### config.mk
export PLATFORM = sky130hd
export DESIGN_NAME = cpu_memory_arbiter
export DESIGN_NICKNAME = d
export VERILOG_FILES = /design/src/rtl/cpu_mem_arb_pkg.sv /design/src/rtl/cpu_mem_arb_tag_pipe.sv /design/src/rtl/cpu_memory_arbiter.sv
export SDC_FILE = /design/constraint.sdc
export NUM_CORES = 1
export LEC_CHECK = 0
export CELL_PAD_IN_SITES_DETAIL_PLACEMENT = 0
export CELL_PAD_IN_SITES_GLOBAL_PLACEMENT = 1
export CORE_MARGIN = 4
export CORE_UTILIZATION = 30
export DETAILED_ROUTE_END_ITERATION = 7
export DONT_BUFFER_PORTS = 1
export GPL_TIMING_DRIVEN = 1
export PLACE_DENSITY = 0.66
export SYNTH_ARGS = -nofsm -noshare
export SYNTH_HDL_FRONTEND = slang
export SYNTH_SLANG_ARGS = --single-unit
### constraint.sdc
create_clock -name CLK -period 1.7 [get_ports CLK]
set_input_delay 0.17 -clock CLK [delete_from_list [all_inputs] [get_ports CLK]]
set_output_delay 0.17 -clock CLK [all_outputs]
set_load 0.05 [all_outputs]
### src/rtl/cpu_mem_arb_pkg.sv
// rtl/cpu_mem_arb_pkg.sv - shared types and constants for the CPU / I-cache memory arbiter
package cpu_mem_arb_pkg;

  localparam int ARB_ADDR_BITS = 15;
  localparam int ARB_DATA_BITS = 16;
  localparam int READ_LATENCY  = 2;

  typedef enum logic {
    SRC_IC = 1'b0,
    SRC_D  = 1'b1
  } src_e;

  typedef enum logic [1:0] {
    IDLE   = 2'd0,
    IC_RUN = 2'd1,
    D_RUN  = 2'd2
  } arb_state_e;

  typedef struct packed {
    logic                     valid;
    src_e                     src;
    logic [ARB_ADDR_BITS-1:0] addr;
  } tag_t;

  localparam tag_t TAG_NONE = '{valid: 1'b0, src: SRC_IC, addr: '0};

endpackage

### src/rtl/cpu_mem_arb_tag_pipe.sv
// rtl/cpu_mem_arb_tag_pipe.sv - read-return tag shift register, READ_LATENCY deep, cleared synchronously
module cpu_mem_arb_tag_pipe
  import cpu_mem_arb_pkg::*;
(
  input  logic CLK,
  input  logic RSTb,
  input  tag_t tag_in,
  output tag_t tag_out
);

  tag_t stage [READ_LATENCY];

  always_ff @(posedge CLK) begin
    if (!RSTb) begin
      for (int i = 0; i < READ_LATENCY; i++) stage[i] <= TAG_NONE;
    end else begin
      stage[0] <= tag_in;
      for (int i = 1; i < READ_LATENCY; i++) stage[i] <= stage[i-1];
    end
  end

  assign tag_out = stage[READ_LATENCY-1];

endmodule

### src/rtl/cpu_memory_arbiter.sv
// rtl/cpu_memory_arbiter.sv - shares one memory port between I-cache fills and CPU load/store
// Optional fill starvation guard: CPU_MEM_ARB_STARVE_GUARD_EN
module cpu_memory_arbiter
  import cpu_mem_arb_pkg::*;
#(
  parameter int ADDR_BITS = ARB_ADDR_BITS,
  parameter int DATA_BITS = ARB_DATA_BITS
`ifdef CPU_MEM_ARB_STARVE_GUARD_EN
  ,
  parameter int STARVE_LIMIT = 4
`endif
) (
  input  logic                 CLK,
  input  logic                 RSTb,
  input  logic [ADDR_BITS-1:0] ic_address,
  input  logic                 ic_rd_req,
  output logic                 ic_will_queue,
  output logic                 ic_success,
  output logic [ADDR_BITS-1:0] ic_req_address,
  output logic [DATA_BITS-1:0] ic_data,
  input  logic                 d_req,
  input  logic                 d_wr,
  input  logic [ADDR_BITS-1:0] d_address,
  input  logic [DATA_BITS-1:0] d_wdata,
  input  logic [1:0]           d_wmask,
  output logic                 d_grant,
  output logic                 d_rvalid,
  output logic [DATA_BITS-1:0] d_rdata,
  output logic [ADDR_BITS-1:0] mem_address,
  output logic                 mem_rd,
  output logic                 mem_wr,
  output logic [DATA_BITS-1:0] mem_wdata,
  output logic [1:0]           mem_wmask,
  input  logic [DATA_BITS-1:0] mem_rdata
);

  arb_state_e state;
  logic       issue_wr;
  logic       force_ic;
  tag_t       tag_in;
  tag_t       tag_out;

`ifdef CPU_MEM_ARB_STARVE_GUARD_EN
  localparam int CNT_W = $clog2(STARVE_LIMIT + 1);
  logic [CNT_W-1:0] starve_cnt;

  // Once the data side has won STARVE_LIMIT times in a row over a waiting fill, the fill goes next.
  assign force_ic = ic_rd_req && (starve_cnt == CNT_W'(STARVE_LIMIT));

  always_ff @(posedge CLK) begin
    if (!RSTb || !ic_rd_req || ic_will_queue) begin
      starve_cnt <= '0;
    end else if (d_grant && (starve_cnt != CNT_W'(STARVE_LIMIT))) begin
      starve_cnt <= starve_cnt + 1'b1;
    end
  end
`else
  assign force_ic = 1'b0;
`endif

  assign d_grant       = d_req & ~force_ic;
  assign ic_will_queue = ic_rd_req & ~d_grant;

  always_ff @(posedge CLK) begin
    if (!RSTb) begin
      state       <= IDLE;
      issue_wr    <= 1'b0;
      mem_address <= '0;
      mem_wdata   <= '0;
      mem_wmask   <= '0;
    end else if (d_grant) begin
      state       <= D_RUN;
      issue_wr    <= d_wr;
      mem_address <= d_address;
      mem_wdata   <= d_wdata;
      mem_wmask   <= d_wr ? d_wmask : 2'b00;
    end else if (ic_will_queue) begin
      state       <= IC_RUN;
      issue_wr    <= 1'b0;
      mem_address <= ic_address;
      mem_wmask   <= 2'b00;
    end else begin
      state       <= IDLE;
      issue_wr    <= 1'b0;
    end
  end

  // The grant-history state doubles as the issue strobe: anything but IDLE is an access in flight.
  assign mem_rd = (state == IC_RUN) || ((state == D_RUN) && !issue_wr);
  assign mem_wr = (state == D_RUN) && issue_wr;

  always_comb begin
    tag_in = TAG_NONE;
    if (d_grant) begin
      tag_in.valid = ~d_wr;
      tag_in.src   = SRC_D;
      tag_in.addr  = d_address;
    end else if (ic_will_queue) begin
      tag_in.valid = 1'b1;
      tag_in.src   = SRC_IC;
      tag_in.addr  = ic_address;
    end
  end

  cpu_mem_arb_tag_pipe u_tag_pipe (
    .CLK     (CLK),
    .RSTb    (RSTb),
    .tag_in  (tag_in),
    .tag_out (tag_out)
  );

  // Gating with RSTb keeps a read that was in flight when reset hit from reporting during the reset cycle.
  assign ic_success     = RSTb && tag_out.valid && (tag_out.src == SRC_IC);
  assign d_rvalid       = RSTb && tag_out.valid && (tag_out.src == SRC_D);
  assign ic_req_address = tag_out.addr;
  assign ic_data        = mem_rdata;
  assign d_rdata        = mem_rdata;

endmodule

==> results of run 1 <==
## worst max path at each step
stage / end / cells after the start / slack [ps] / startpoint
after floorplan: ic_success / 4 / 180 / RSTb
after global placement: mem_address[14]$_SDFFE_PN0P_ / 2 / 590 / mem_address[14]$_SDFFE_PN0P_
after detailed placement: mem_address[7]$_SDFFE_PN0P_ / 2 / 560 / mem_address[7]$_SDFFE_PN0P_
after CTS: u_tag_pipe.stage[0][10]$_SDFF_PN0_ / 4 / 30 / d_req
after global routing: mem_wmask[1]$_SDFFE_PN0P_ / 3 / 130 / mem_wmask[1]$_SDFFE_PN0P_
final: mem_wmask[1]$_SDFFE_PN0P_ / 3 / 230 / mem_wmask[1]$_SDFFE_PN0P_
## through the flow
step	hold slack, ps	worst slack [ps]	instances	total power, mW
2_1_floorplan	312	181	296	2.48
3_3_place_gp	300	588	371	2.23
3_5_place_dp	301	564	371	2.24
4_1_cts	1.31	25.7	440	4.02
5_1_grt	11.0	133	440	4.13
6_report	28.0	227	440	3.95
## state kept, by name, indices dropped and copies added (netlist names)
name / count
u_tag_pipe.stage: 34
mem_wdata: 16
mem_address: 15
mem_wmask: 2
issue_wr: 1
state: 1
## repair_timing
item	in CTS	in global routing
gates resized for setup	0	1
endpoints found under the hold margin	69	0
endpoints found under the setup margin	0	6
hold buffers	53	0
## layout by cell type (no fill, tap or decap), drive strengths merged, types with 2 or more instances in the layout
| cell | count |
|---|---|
| o211a | 15 |
| nor2b | 18 |
| or3b | 2 |
| dfxtp | 69 |
| mux2i | 17 |
| nor2 | 2 |
| nand2 | 17 |
| nand2b | 16 |
| and3 | 2 |
| nand3 | 2 |
| bufinv | 3 |
| mux2 | 15 |
| and2 | 19 |
| clkbuf | 10 |
| nand3b | 15 |
| clkinv | 2 |
| dlygate4sd3 | 50 |
| buf | 13 |
| a21boi | 17 |
## power by group
part           total [mW]  switching [mW]  internal, mW  leakage, nW
Sequential           1.95           0.238          1.71        0.570
Combinational       0.408           0.168         0.240        0.941
Clock                1.60           0.624         0.975        0.116
Total                3.95            1.03          2.92         1.63
## layer usage
| layer | track usage [%] | vias up |
|---|---|---|
| met1 | 14.0 | 915 |
| met3 | 4.64 | 8 |
| met5 | 0 | - |
| met2 | 18.6 | 92 |
| met4 | 5.70 | 0 |
| li1 | - | 941 |
## worst reg2reg max path: stages (launching register included)
cell and delay (ps):
dfxtp_1 350, or3b_1 350, a21boi_1 150, dlygate4sd3_1 570
## logic make-up after synthesis
| group | after synthesis | synth area share [%] |
|---|---|---|
| simple gates | 93 | 17.9 |
| flops | 69 | 44.6 |
| compound gates | 33 | 9.20 |
| mux | 32 | 12.3 |
| buf+inv | 69 | 16.0 |
## area by class of cell
type | count | area (um^2) | share of cell area [%]
flip-flops and latches | 69 | 1380 | 37.8
well taps | 133 | 166 | 4.55
clock inverters | 6 | 111 | 3.04
clock buffers | 10 | 128 | 3.49
repair buffers | 64 | 651 | 17.8
multi-input cells | 158 | 1220 | 33.4
==> results.tsv, run 1 <==
metric	value	unit
Max Cap Violations	0	
Post-synth EDFFs	0	
num rows	36	
# diodes	0	
CP Data Arrival Time	1750	ps
total negative slack	0	ps
CTS tree	done	
DR pass1 iterations	4	
worst path bufs/invs	1	
Die Ht	110	um
Worst R2R Setup Slack	230	ps
final slew viol count	0	
Highest Signal Layer	met4	
num ports	155	
DR WL/cell	15.9	um
CP peak stage delay	570	ps
Crit-path slowest cell	dlygate4sd3_1	
CTS max path bufs	2	
most frequent cells after synthesis	dfxtp_1 (69), buf_4 (50), and2_1 (19)	
Crit Path Max Fanout	2	
Hold Crit Depth	2	
crit-path cells	or3b_1 > a21boi_1 > dlygate4sd3_1	
GPL Wtd Cong	0.661	
Final Instance Area	3660	um^2
via density per instance	4.45	
Clock Pin Slew Worst Setup and Hold Paths	80	ps
Critical R2R Capture	mem_wmask[1]$_SDFFE_PN0P_	
filler instances	988	
total nets after synthesis	365	
global-route wire length before repair	10600	um
initial core utilization	31.3	%
clock root cell	clkbuf_8	
Final nets	371	
Mean Syn Cell Area	10.5	um^2
vias in the first global route	2039	
Synth top area share	44.6	%
Remaining DRCs	0	
most frequent cell after synthesis	dfxtp_1	
Slew HR	60.6	%
largest net degree at the start of global routing	70	
LEAKAGE	1.63	nW
Post-synth top flop	dfxtp_1	
Placed Area	2850	um^2
Post-DRT Antenna Nets	0	
synthesis-to-layout area growth	18.0	%
post-layout min period	1470	ps
worst hold start	d_req	
H-tree Lvls	3	
Syn. warnings	0	
Met2 Wirelength	3140	um
Final Hold Vio Count	0	
final wirelength	7000	um
post-detail-place hpwl	3680	um
CTS sink count	69	
CTS Buf Count	9	
Die ar.	12000	um^2
DIE WIDTH	110	um
Global Route Usage Sum	11.8	%
core area	9910	um^2
fraction of layout cells with a size suffix above 1	14.0	%
vias	1956	
grt ovf	0	
worst slew pin tran	591	ps
Setup Buffers After CTS	0	
period utilization	86.6	%
final setup fails	0	
Synth cell types	22	
Top delay family on crit path	buffers and inverters	
post-synthesis sequential area ratio	44.6	%
post-synthesis cell area	3100	um^2
top post-synthesis cells by area	dfxtp_1 (45%), buf_4 (12%), mux2i_1 (5.5%)	
leading area contributor after synthesis	dfxtp_1	
Startpoint Class	register	
Critical R2R Launch	mem_wmask[1]$_SDFFE_PN0P_	
R2R depth	3	
Worst Setup End Kind	register	
initial drt markers	100	
outcome	completed	
worst hold path type	input pin to register	
Syn Inst Count	296	
Post-synth ARST share	0	%
Setup CP Type	register to register	
WL met3	704	um
Hold Path End	mem_address[13]$_SDFFE_PN0P_	
clock latency on the worst-skew pair	330	ps
Max VDD drop	394	uV
#FFs+latches synth	69	
RSZ-0062 raised after global routing	false	
# port buffers	0	
Finished Core Util	36.9	%
antenna violations before repair	0	
clock skew	4.66	ps
pwr/cell area	1080	nW/um^2
fmax	679	MHz
Met1 Wirelength	3050	um
CP Data Required Time	1980	ps
No activity file was read; power rests on OpenSTA's default activity.
==> inputs of run 2 (changes only) <==
==> constraint.sdc (replaced) <==
create_clock -name CLK -period 1.7 [get_ports CLK]
set_input_delay 0.17 -clock CLK [delete_from_list [all_inputs] [get_ports CLK]]
set_output_delay 0.17 -clock CLK [all_outputs]
set_load 0.1 [all_outputs]
==> results.tsv, run 2 (synthesis gave the netlist of run 1 again) <==
metric	value	unit	change
# port buffers	0		unchanged
crit-path cells	dlygate4sd3_1 > nand3b_1 > a21boi_1 > dlygate4sd3_1		
CTS max path bufs	2		unchanged
Largest regs	u_tag_pipe.stage x34, mem_wdata x16, mem_address x15		
Finished Core Util	38.9	%	+2.0 points
DR WL/cell	14.7	um	-7.8%
core area	9910	um^2	unchanged
fraction of layout cells with a size suffix above 1	25.7	%	+12 points
CTS Buf Count	9		unchanged
Biggest register	u_tag_pipe.stage		
grt ovf	0		unchanged
Register Area	1380	um^2	unchanged
RSZ-0062 raised after global routing	false		
commonest non-fill, non-tap cells in the layout	dfxtp_1 (69), buf_4 (53), dlygate4sd3_1 (44)		
CP Data Required Time	1980	ps	about the same
area of the multi-input gates	1230	um^2	+0.92%
CP dominant cell by count	dlygate4sd3_1		
worst hold path type	input pin to register		
vias	2081		+6.4%
CTS tree	done		
post-CTS sizing	0		unchanged
Crit-path slowest cell	dlygate4sd3_1		
Remaining DRCs	0		unchanged
DIE WIDTH	110	um	unchanged
initial drt markers	86		-14%
fmax	682	MHz	+0.48%
DR pass1 iterations	3		-1
clock skew	8.28	ps	+3.62 ps
CTS sink count	69		unchanged
Overall Power	3.98	mW	+0.81%
# diodes	0		unchanged
num rows	36		unchanged
GPL Wtd Cong	0.662		+0.23%
number of flip-flops in the largest register	34		unchanged
CP Data Arrival Time	1750	ps	about the same
post-detail-place hpwl	3890	um	+5.9%
Setup Buffers After CTS	0		unchanged
antenna violations before repair	0		unchanged
initial core utilization	31.3	%	unchanged
Slew HR	80.6	%	+20 points
final slew viol count	0		unchanged
Max Cap Violations	0		unchanged
global-route wire length before repair	11000	um	+4.5%
num ports	155		unchanged
Setup CP Type	input pin to register		
pwr/cell area	1030	nW/um^2	-4.4%
Die Ht	110	um	unchanged
Startpoint Class	input pin		
final wirelength	6970	um	-0.49%
largest net degree at the start of global routing	70		unchanged
filler instances	1009		+2.1%
clock latency on the worst-skew pair	330	ps	about the same
Crit Path Max Fanout	50		+48
LEAKAGE	1.78	nW	+9.5%
via density per instance	4.38		-1.4%
clock root cell	clkbuf_8		
Final nets	406		+9.4%
period utilization	86.2	%	-0.41 points
Top delay family on crit path	buffers and inverters		
Die ar.	12000	um^2	unchanged
CP peak stage delay	660	ps	+90 ps
Post-DRT Antenna Nets	0		unchanged
final setup fails	0		unchanged
total negative slack	0	ps	unchanged
vias in the first global route	2260		+11%
worst path bufs/invs	2		+1
Max VDD drop	453	uV	+15%
commonest non-fill, non-tap cell in the layout	dfxtp_1		
outcome	completed		
Final Hold Vio Count	0		unchanged
Worst Setup End Kind	register		
Clock Pin Slew Worst Setup and Hold Paths	70	ps	about the same
H-tree Lvls	3		unchanged
worst slew pin tran	291	ps	-300 ps
synthesis-to-layout area growth	24.5	%	
post-layout min period	1470	ps	-7.00 ps
Global Route Usage Sum	12.0	%	+0.24 points
==> run 2: what timing repair did <==
action,CTS,global route
endpoints found under the setup margin,0,1
hold buffers,47,0
hold endpoints to repair,69,0
==> run 2: metal layers <==
layer / up-vias / routed length (um) / part of all wire (%) / global-route usage, %
li1: 1012 / - / - / -
met1: 980 / 2840 / 41 / 13.5
met2: 79 / 3370 / 48 / 19.6
met3: 10 / 658 / 9.4 / 5.58
met4: 0 / 99 / 1.4 / 5.08
met5: - / 0 / 0 / 0
==> run 2: path summary, 6_finish.rpt <==
check        slack [ps]                         startpoint                            endpoint  cells after the start
max reg2reg         530         mem_wdata[13]$_SDFFE_PN0P_          mem_wdata[13]$_SDFFE_PN0P_                      3
min reg2reg         430  u_tag_pipe.stage[0][8]$_SDFF_PN0_  u_tag_pipe.stage[0][25]$_SDFF_PN0_                      1
min                  20                         d_wdata[7]           mem_wdata[7]$_SDFFE_PN0P_                      2
max                 230                              d_req   u_tag_pipe.stage[0][7]$_SDFF_PN0_                      4
==> run 2: area by class of cell <==
class                   count  area share (%)
clock buffers              12            3.76
repair buffers             99            23.0
well taps                 133            4.31
clock inverters             4            1.23
multi-input cells         158            31.9
flip-flops and latches     69            35.8
==> run 2: metrics by stage <==
stage	hold slack, ps	std cells	setup WS (ps)	instance area, um^2
finish	20.6	475	234	3860
floorplan	312	296	23.0	3110
detailed placement	300	413	623	3180
global placement	296	413	651	3180
CTS	0.325	476	22.1	3870
global route	3.25	475	197	3860
==> run 2: power breakdown <==
| group | internal, mW | switching [mW] | total [mW] | leakage, nW |
|---|---|---|---|---|
| registers | 1.71 | 0.0382 | 1.75 | 0.570 |
| logic | 0.298 | 0.628 | 0.926 | 1.11 |
| clock network | 0.714 | 0.599 | 1.31 | 0.0964 |
